--- src/rtl/cache_refill.sv ---
// Miss-handling controller for the 2-way data cache: on a read miss it stalls the
// pipeline, fetches the word from main memory and writes it back through the fill port.
module cache_refill #(
  parameter int ADDR_W   = 8,
  parameter int DATA_W   = 16,
  parameter int MAX_WAIT = 15
) (
  input  logic              clk,
  input  logic              rst,
  input  logic              req,
  input  logic [ADDR_W-1:0] addr,
  input  logic              hit,
  output logic              stall,
  output logic              mem_req,
  output logic [ADDR_W-1:0] mem_addr,
  input  logic              mem_ack,
  input  logic [DATA_W-1:0] mem_rdata,
  output logic              fill_we,
  output logic [ADDR_W-1:0] fill_addr,
  output logic [DATA_W-1:0] fill_data,
  output logic              err,
  input  logic              err_clr,
  output logic [15:0]       miss_cnt
);

  localparam logic [1:0] S_IDLE   = 2'd0;
  localparam logic [1:0] S_FETCH  = 2'd1;
  localparam logic [1:0] S_FILL   = 2'd2;
  localparam logic [1:0] S_SETTLE = 2'd3;

  localparam logic [7:0] WAIT_LAST = 8'(MAX_WAIT - 1);

  logic [1:0]        state_reg, state_next;
  logic [ADDR_W-1:0] miss_addr_reg, miss_addr_next;
  logic [DATA_W-1:0] fill_buf_reg, fill_buf_next;
  logic [7:0]        wait_reg, wait_next;
  logic              err_reg, err_next;
  logic [15:0]       miss_cnt_reg, miss_cnt_next;
  logic              timeout;

  always_comb begin
    state_next     = state_reg;
    miss_addr_next = miss_addr_reg;
    fill_buf_next  = fill_buf_reg;
    wait_next      = wait_reg;
    miss_cnt_next  = miss_cnt_reg;
    timeout        = 1'b0;
    case (state_reg)
      S_IDLE: begin
        if (req && !hit) begin
          miss_addr_next = addr;
          wait_next      = 8'd0;
          state_next     = S_FETCH;
        end
      end
      S_FETCH: begin
        // An ack in the final wait cycle still counts as a successful fetch.
        if (mem_ack) begin
          fill_buf_next = mem_rdata;
          if (miss_cnt_reg != 16'hFFFF) begin
            miss_cnt_next = miss_cnt_reg + 16'd1;
          end
          state_next = S_FILL;
        end else if (wait_reg == WAIT_LAST) begin
          timeout    = 1'b1;
          state_next = S_IDLE;
        end else begin
          wait_next = wait_reg + 8'd1;
        end
      end
      S_FILL:   state_next = S_SETTLE;
      S_SETTLE: state_next = S_IDLE;
      default:  state_next = S_IDLE;
    endcase
  end

  // A timeout in the same cycle as a clear request leaves the flag set.
  always_comb begin
    err_next = err_reg;
    if (timeout) begin
      err_next = 1'b1;
    end else if (err_clr) begin
      err_next = 1'b0;
    end
  end

  always_ff @(posedge clk or negedge rst) begin
    if (!rst) begin
      state_reg     <= S_IDLE;
      miss_addr_reg <= '0;
      fill_buf_reg  <= '0;
      wait_reg      <= 8'd0;
      err_reg       <= 1'b0;
      miss_cnt_reg  <= 16'd0;
    end else begin
      state_reg     <= state_next;
      miss_addr_reg <= miss_addr_next;
      fill_buf_reg  <= fill_buf_next;
      wait_reg      <= wait_next;
      err_reg       <= err_next;
      miss_cnt_reg  <= miss_cnt_next;
    end
  end

  // Strobes decode straight from state so an asynchronous reset drops them at once.
  assign stall     = (state_reg == S_IDLE) ? (req & ~hit) : 1'b1;
  assign mem_req   = (state_reg == S_FETCH);
  assign fill_we   = (state_reg == S_FILL);
  assign mem_addr  = miss_addr_reg;
  assign fill_addr = miss_addr_reg;
  assign fill_data = fill_buf_reg;
  assign err       = err_reg;
  assign miss_cnt  = miss_cnt_reg;

endmodule

--- config.mk ---
export PLATFORM = sky130hd
export DESIGN_NAME = cache_refill
export DESIGN_NICKNAME = d
export VERILOG_FILES = /design/src/rtl/cache_refill.sv
export SDC_FILE = /design/constraint.sdc
export NUM_CORES = 1
export LEC_CHECK = 0
export ABC_CLOCK_PERIOD_IN_PS = 3400
export CAP_MARGIN = 40
export CELL_PAD_IN_SITES_DETAIL_PLACEMENT = 0
export CELL_PAD_IN_SITES_GLOBAL_PLACEMENT = 1
export CORE_MARGIN = 3
export CORE_UTILIZATION = 25
export DETAILED_ROUTE_END_ITERATION = 12
export HOLD_SLACK_MARGIN = 0.06
export PLACE_DENSITY = 0.66
export SLEW_MARGIN = 20
export SYNTH_ARGS = -nofsm -noshare
export SYNTH_HDL_FRONTEND = slang
export SYNTH_SLANG_ARGS = --single-unit
--- constraint.sdc ---
create_clock -name clk -period 3.4 [get_ports clk]
set_clock_uncertainty 0.05 [all_clocks]
set_input_delay 0.68 -clock clk [delete_from_list [all_inputs] [get_ports clk]]
set_output_delay 0.68 -clock clk [all_outputs]
set_load 0.02 [all_outputs]
-- After elaboration in Yosys (flattened, before gate mapping)
Index checks and enable logic that the tools add are counted.
- register bits after elaboration: 51
- bits in latches: 0
- RAM bits: 0
- ROM bits: 0
- input port bits: 30
- output and inout port bits: 52
- logic and storage cells: 43
- memories kept: 0
- add/subtract/negate cells: 2
- multipliers: 0
- div/mod/pow operators: 0
- $lt $le $gt $ge: 0
- eq/ne operators: 9
- shift-type cells: 0
- multiplexer cells: 14
- bitwise gates (word level): 2
- reduce and logical (&&, ||, !) cells: 10
- operators with widths (cell ; number):
    2-to-1 mux 8 bit ; 3
    adder 16 x 1 -> 16 bit, second input constant ; 1
    inequality test 16 bit, second input constant ; 1
    one-hot mux 8 bit (2 select lines) ; 1
    adder 8 x 1 -> 8 bit, second input constant ; 1
    == test 8 x 4 -> 1 bit, second input constant ; 1
    one-hot mux 2 bit (4 select lines) ; 1
    2-to-1 mux 1 bit ; 6
    2-to-1 mux 2 bit ; 3
    inequality test 2 bit, second input constant ; 3
    AND reduction 2 bit ; 3
    == test 2 bit, second input constant ; 2
    AND reduction 4 bit ; 1
    nonzero test 2 bit ; 2
    inequality test 3 x 1 -> 1 bit, second input constant ; 1
    AND reduction 3 bit ; 1
    == test 2 x 1 -> 1 bit, second input constant ; 1
    zero test 2 bit ; 1
    bitwise AND 1 bit ; 1
    logical AND 1 bit ; 1
    zero test 1 bit ; 1
    inverter 1 bit ; 1

-- Logic depth before layout (Yosys ltp)
Gate-level depths: netlist of run 1.
- depth after elaboration: 5
- gate-level depth with buffers: 8
- depth with buffers taken out: 6

-- Least setup slack after synthesis of run 1
OpenSTA, ideal clock, no wires.
- path kind: register to register
- start: reg miss_cnt_reg[0], in the netlist miss_cnt[0]
- end: reg miss_cnt_reg[1], in the netlist miss_cnt[1]
- setup time: 125 ps
- arrival: 1648 ps
- required time: 3225 ps
- slack: 1578 ps
- stages on the path, launching flop included: 6
- path buffers: 0
- clock period less this slack: 1822 ps
- path through: dfrtp_1 -> ha_1 -> nand2_1 -> or2_1 -> o21ai_1 -> mux2_2
- cells in the longest elaborated chain, start to end: 2
- elaborated cells on any way between the ends: 3
- those cells by class: 1 x add/sub; 1 x eq/ne; 1 x reduce/logical
- RTL lines (element ; RTL line ; source):
    start: declaration ; 38 ; logic [15:0] miss_cnt_reg, miss_cnt_next;
    start signal: assignment ; 101 ; miss_cnt_reg <= miss_cnt_next;
    parallel branches: the longest is 2 deep, another holds adder 16 x 1 -> 16 bit ; - ;
Several ways; the timed one is not identified.
A chain may end at the register's enable or synchronous reset.

-- Worst setup path after layout of run 1
- start: in hit
- end: out stall
- cells in the longest elaborated chain, start to end: 3
- RTL lines (element ; RTL line ; source):
    start: declaration ; 12 ; input logic hit,
    inverter 1 bit ; 106 ; assign stall = (state_reg == S_IDLE) ? (req & ~hit) : 1'b1;
    bitwise AND 1 bit ; 106 ;
    2-to-1 mux 1 bit ; 106 ;
    end: declaration ; 13 ; output logic stall,
No other way between the ends.

==> results of run 1 <==
-- logic make-up after synthesis --
kind of cell | after synthesis
and+or+nand+nor | 132
DFF | 51
muxes | 3
buffers and inverters | 19
adders and majority gates | 3
AOI/OAI and AO/OA | 28
xor gates and xnor gates | 11
-- critical path, stage by stage --
cell and delay, ns:
clkdlybuf4s50_1 0.38, nand2b_1 0.18, nand2_1 0.10, clkdlybuf4s50_1 0.61
-- per-layer routing --
| metal | up-vias | global-route usage |
|---|---|---|
| met3 | 2 | 0.0323 |
| met4 | 0 | 0.0199 |
| met1 | 903 | 0.151 |
| met5 | - | 0 |
| li1 | 982 | - |
| met2 | 70 | 0.167 |
-- cell usage after synthesis, types with 2 or more instances --
cell type	count	area [µm²]
xor2_1	4	35.0
a31oi_1	2	12.5
and4_1	3	26.3
xnor2_1	7	61.3
clkbuf_1	3	11.3
buf_4	8	60.1
nand2_1	81	304
dfrtp_1	51	1280
o311ai_1	2	17.5
buf_6	2	22.5
nand3_1	10	50.1
and2_1	3	18.8
and3_1	2	12.5
nor2_1	5	18.8
buf_2	2	10.0
nor3_1	3	15.0
nor4b_1	2	17.5
nor3_2	2	20.0
o21ai_0	3	15.0
nand2b_1	3	18.8
nand4_1	5	31.3
mux2_2	3	33.8
inv_1	4	15.0
o31ai_1	3	22.5
or3_1	2	12.5
a21o_1	3	22.5
a21oi_1	8	40.0
ha_1	3	37.5
-- layout make-up --
cell class,count,area [µm²]
Multi-Input combinational cell,177,1000
Inverter,4,15.0
Fill cell,986,5890
Sequential cell,51,1280
Timing Repair Buffer,85,836
Tap cell,129,161
Clock buffer,8,100
-- where the power goes --
part           leakage [nW]  internal [mW]  switching [mW]  total, mW
clock network        0.0515          0.186           0.197      0.384
registers             0.653          0.809           0.193       1.00
logic                 0.801          0.585           0.633       1.22
-- per-stage QoR --
stage          cell area, µm²  hold slack (ns)  cells   util
4_1_cts                  3390            0.439    454  0.365
5_1_grt                  3390            0.459    454  0.365
6_report                 3390            0.418    454  0.365
2_1_floorplan            2400            0.334    247      -
3_3_place_gp             3290            0.410    446  0.355
3_5_place_dp             3290            0.413    446  0.355
-- worst max-delay path by stage --
stage,start,end,slack [ns],cells after the start
2_1_floorplan,miss_cnt[0],miss_cnt[1],1.58,5
3_3_place_gp,hit,stall,0.74,4
3_5_place_dp,hit,stall,0.73,4
4_1_cts,hit,stall,0.72,4
5_1_grt,hit,stall,0.62,4
6_report,hit,stall,0.72,4
==> reports/qor.tcl, run 1 <==
set qor(power_density_nw_per_um2) 768
set qor(number_of_synthesized_flops_with_an_enable_pin) 0
set qor(synthToLayoutAreaGrowth_pct) 41.4
set qor(cts_hold_buffers_added) 0
set qor(die_width_um) 104
set qor(synth.net_count) 280
set qor(fmax_ghz) 0.373
set qor(post_cts_resize_count) 0
set qor(global_route_wire_length_before_repair_mm) 9.83
set qor(num_antenna_cells) 0
set qor(row_count) 35
set qor(post-layout-total-power_mw) 2.60
set qor(wl_per_cell_um) 12.5
set qor(cts_clk_pin_slew_worst_paths_ns) 0.09
set qor(die_h_um) 104
set qor(run_status) {complete, no violations}
set qor(timing.final.crit_share) 0.788
set qor(numCtsBuffers) 5
set qor(timing.critical_path.to_type) {output pin}
set qor(grt_antenna_before_repair) 0
set qor(detail_route.first_pass.iterations) 4
set qor(setup_violation_total_in_the_final_timing_report) 0
set qor(postSynth.asyncResetShare) 1.00
set qor(startpoint_type) {input pin}
set qor(setup-tns-final_ns) 0
set qor(synth_cells) 247
set qor(post-route-drc-count) 0
set qor(place_congestion) 0.726
set qor(ys_types) 46
set qor(hold_path_class) {input pin to async pin}
set qor(critical_path_required_ns) 2.67
set qor(design.final.nets) 357
set qor(via_count) 1957
set qor(synth-seq-cells) 51
set qor(post-route-min-period_ns) 2.68
set qor(power.ir.vdd_worst_mv) 0.327
set qor(drive_gt1_frac) 0.0738
set qor(vias_per_cell) 4.31
set qor(drt-met1-wl_mm) 2.84
set qor(layout.cells.most_common_list) {nand2_1 (81), clkdlybuf4s50_1 (80), dfrtp_1 (51)}
set qor(synthesis.area_um2) 2400
set qor(ctsLongestPathBuffers) 2
set qor(cts_tree) {done}
set qor(synth_top_family_by_area) {simple AND/OR/NAND/NOR gates}
set qor(drt_wl_total_mm) 5.69
set qor(rsz0062_at_grt) {false}
set qor(worst_slew_margin_rel) 0.552
set qor(boundary_pin_count) 82
set qor(yosysSeqAreaShare) 0.532
set qor(synth-warning-count) 0
set qor(worstReg2RegEnd) {miss_cnt[1]}
set qor(hold_violations) 0
set qor(yosys_most_used_dff) {dfrtp_1}
set qor(drtAntennaViolNets) 0
set qor(pre_cts_ws_ns) 0.730
set qor(max-cap-violations) 0
set qor(crit-reg2reg-launch) {miss_cnt[0]}
set qor(mux_contribution_to_synthesized_area) 0.0141
set qor(grt_use_total) 0.108
set qor(core_area_um2) 9280
set qor(pin_slew_with_the_least_headroom_to_its_limit_ns) 0.671
set qor(p_leak_nw) 1.51
set qor(wl_met3_um) 387
set qor(post_synth_fa_ha_maj_area_fraction) 0.0156
set qor(post_synthesis_compound_gate_area_fraction) 0.0762
set qor(final_common_cell) {nand2_1}
set qor(drt_first_iter_violations) 58
set qor(final_critical_path_setup_slack_ns) 0.719
set qor(met2WireLength_mm) 2.44
set qor(cts.root.buffer_cell) {clkbuf_8}
set qor(path_class) {input pin to output pin}
set qor(post_synth_xor_area_fraction) 0.0402
set qor(post_synth.cell_area_avg_um2) 9.71
set qor(clkSinkCount) 51
set qor(worst_case_register_to_register_setup_slack_ns) 1.54
set qor(hpwlAfterDp_mm) 4.12
set qor(vias_in_the_first_global_route) 1987
set qor(dr.max_layer_used) {met4}
set qor(buffer_ports.inserted) 81
set qor(initial_utilization) 0.258
set qor(post_synthesis_simple_gate_area_fraction) 0.272
set qor(postCtsSetupBuffers) 0
set qor(full_die_area_um2) 10800
set qor(grt_max_degree) 52
set qor(report.final.slew_viol_count) 0
set qor(insertion_delay_ns) 0.29
set qor(global_route.overflow_total) 0
set qor(critPathArrivalTime_ns) 1.95
set qor(rr_worst_depth) 5
set qor(cts_max_level) 2
set qor(timing.critical_path.fanout_max) 3
Note: power is estimated with default switching activity, not from simulation.
==> run 2: changes to the inputs <==
- ABC_CLOCK_PERIOD_IN_PS: 3400 -> 2210
- PLACE_DENSITY: 0.66 -> 0.69
- clock period: 3.4 -> 2.21 ns (I/O delays scaled with it)
==> run 2 against run 1 <==
Cell count is 1.1% higher. First-iteration DRC count increased by 43%. Power up 61%. Sequential power grew 54%. Routed wire length is 2.5% higher. Global-route usage hardly changed. Setup slack worse by 0.66 ns. Critical endpoint unchanged. Largest cell class unchanged. Highest routed layer unchanged.
==> reports/qor.tcl, run 2 (synthesized netlist as in run 1, its figures left out) <==
set qor(run_status) {complete, no violations} ;# unchanged
set qor(timing.final.crit_share) 0.973
set qor(synthToLayoutAreaGrowth_pct) 45.0 ;# was 41.4%
set qor(full_die_area_um2) 10800 ;# unchanged
set qor(placed_cell_area_um2) 3340 ;# was 3290 µm²
set qor(report.final.slew_viol_count) 0 ;# unchanged
set qor(hold_violations) 0 ;# unchanged
set qor(setup-tns-final_ns) 0 ;# unchanged
set qor(p_leak_nw) 1.57 ;# was 1.51 nW
set qor(stdcell_count) 459 ;# was 454
set qor(post-route-drc-count) 0 ;# unchanged
set qor(cts_tree) {done} ;# unchanged
set qor(cts.root.buffer_cell) {clkbuf_8} ;# unchanged
set qor(timing.critical_path.to_type) {output pin} ;# unchanged
set qor(groute.layer.met1.usage) 0.142 ;# was 0.151
set qor(cts_hold_buffers_added) 0 ;# unchanged
set qor(global_route_wire_length_before_repair_mm) 9.67 ;# was 9.83 mm
set qor(design.final.nets) 362 ;# was 357
set qor(wl_per_cell_um) 12.7 ;# was 12.5 µm
set qor(die_width_um) 104 ;# unchanged
set qor(worst_path_largest_cell_delay_ns) 0.60 ;# was 0.61 ns
set qor(numCtsBuffers) 5 ;# unchanged
set qor(insertion_delay_ns) 0.30 ;# was 0.29 ns
set qor(whs_ns) 0.0707 ;# was 0.418 ns
set qor(place_congestion) 0.782 ;# was 0.726
set qor(grt_antenna_before_repair) 0 ;# unchanged
set qor(hpwlAfterDp_mm) 4.22 ;# was 4.12 mm
set qor(cts_clk_pin_slew_worst_paths_ns) 0.10 ;# was 0.09 ns
set qor(timing.critical_path.cells) {clkdlybuf4s50_1, nand2b_1, nand2_1, clkdlybuf4s50_1} ;# unchanged
set qor(buffer_ports.inserted) 81 ;# unchanged
set qor(final_design_area_no_fill_um2) 3480 ;# was 3390 µm²
set qor(global_route.overflow_total) 0 ;# unchanged
set qor(n_fill_cell) 979 ;# was 986
set qor(crit-reg2reg-launch) {miss_cnt[0]} ;# unchanged
set qor(post-route-min-period_ns) 2.15
set qor(detail_route.first_pass.iterations) 4 ;# unchanged
set qor(worst_case_register_to_register_setup_slack_ns) 0.31 ;# was 1.54 ns
set qor(ctsLongestPathBuffers) 2 ;# unchanged
set qor(die_h_um) 104 ;# unchanged
set qor(critical_path.slowest_cell) {clkdlybuf4s50_1} ;# unchanged
set qor(cts_max_level) 2 ;# unchanged
set qor(power.ir.vdd_worst_mv) 0.558 ;# was 0.327 mV
set qor(num_antenna_cells) 0 ;# unchanged
set qor(boundary_pin_count) 82 ;# unchanged
set qor(power_density_nw_per_um2) 1210 ;# was 768 nW/µm²
set qor(pin_slew_with_the_least_headroom_to_its_limit_ns) 0.380 ;# was 0.671 ns
set qor(critical_path.top_delay_family) {buffers and inverters} ;# unchanged
set qor(grt_use_total) 0.108 ;# about the same
set qor(critPathArrivalTime_ns) 1.66 ;# was 1.95 ns
set qor(worstReg2RegEnd) {miss_cnt[1]} ;# unchanged
set qor(critical_path_required_ns) 1.72 ;# was 2.67 ns
set qor(crit_top_cell) {clkdlybuf4s50_1} ;# unchanged
set qor(row_count) 35 ;# unchanged
set qor(critical_path_buf_inv_count) 2 ;# unchanged
set qor(hold_path_class) {input pin to async pin} ;# unchanged
set qor(clkSinkCount) 51 ;# unchanged
set qor(path_class) {input pin to output pin} ;# unchanged
set qor(vias_in_the_first_global_route) 1978 ;# was 1987
set qor(fmax_ghz) 0.465
set qor(layout.cells.most_common_list) {nand2_1 (81), clkdlybuf4s50_1 (78), dfrtp_1 (50)} ;# was nand2_1 (81), clkdlybuf4s50_1 (80), dfrtp_1 (51)
set qor(placed_cells) 451 ;# was 446
set qor(via_count) 1969 ;# was 1957
set qor(rr_worst_depth) 5 ;# unchanged
set qor(startpoint_type) {input pin} ;# unchanged
set qor(worst_slew_margin_rel) 0.746 ;# was 0.552
set qor(drive_gt1_frac) 0.0909 ;# was 0.0738
set qor(core_area_um2) 9280 ;# unchanged
set qor(timing.critical_path.fanout_max) 2 ;# was 3
set qor(drtAntennaViolNets) 0 ;# unchanged
set qor(top_usage_layer) {met2} ;# unchanged
set qor(setup_violation_total_in_the_final_timing_report) 0 ;# unchanged
set qor(initial_utilization) 0.258 ;# unchanged
set qor(drt_first_iter_violations) 83 ;# was 58
set qor(drt_wl_total_mm) 5.83 ;# was 5.69 mm
set qor(grt_max_degree) 52 ;# unchanged
set qor(post-layout-total-power_mw) 4.20 ;# was 2.60 mW
set qor(globalRouteMet2Util) 0.172 ;# was 0.167
set qor(rsz0062_at_grt) {false} ;# unchanged
set qor(met3_usage) 0.0366 ;# was 0.0323
set qor(final_common_cell) {nand2_1} ;# unchanged
set qor(vias_per_cell) 4.29 ;# was 4.31
set qor(max-cap-violations) 0 ;# unchanged
-- run 2: cell count changes in the layout (fill, tap and decap cells not counted), sizes merged --
| cell | delta |
|---|---|
| buf | +5 |
| dlygate4sd2 | +1 |
| clkdlybuf4s50 | -2 |
| bufinv | +2 |
| clkbuf | -2 |
| dlymetal6s2s | +1 |
-- run 2: layer usage --
metal | wire length [µm] | vias to the layer above
met3 | 463 | 4
met5 | 0 | -
met4 | 44 | 0
met2 | 2590 | 73
li1 | - | 994
met1 | 2740 | 898
-- run 2: final cells by class --
cell class,count,area [µm²],area share
clock buffer,6,72.6,0.0209
timing repair buffer,90,887,0.255
tap,129,161,0.0464
clock inverter,2,60.1,0.0173
sequential,51,1280,0.367
multi-input combinational,177,1000,0.289
inverter,4,15.0,0.00432
-- run 2: per-stage QoR --
step                utilization  worst slack, ns
global placement          0.360           0.0545
floorplan                     -            0.388
global route              0.375          0.00251
detailed placement        0.360           0.0543
CTS                       0.374           0.0325
finish                    0.375           0.0604
-- run 2: what timing repair did --
item | 4_1_cts | 5_1_grt
setup buffers | 0 | 0
resized for setup | 2 | 1
setup endpoints to repair | 2 | 1
pin swaps | 0 | 0
gates cloned | 0 | 0
-- run 2: power by group --
group / switching (mW) / internal [mW] / total (mW)
Sequential: 0.297 / 1.25 / 1.54
Clock: 0.311 / 0.453 / 0.764
Combinational: 0.982 / 0.908 / 1.89
-- run 2: worst reg2reg max path, stage by stage (launching register included) --
cell,delay (ns)
dfrtp_1,0.43
ha_1,0.24
nand2_1,0.11
or2_1,0.34
o21ai_1,0.26
mux2_2,0.36
-- run 2: worst max-delay path by stage --
stage	start	end	slack, ns	cells after the start
after global routing	hit	stall	0.003	4
after floorplan	miss_cnt[0]	miss_cnt[1]	0.39	5
after CTS	state_reg[0]	fill_we	0.03	2
final	hit	stall	0.06	4
after global placement	hit	stall	0.05	4
after detailed placement	hit	stall	0.05	4
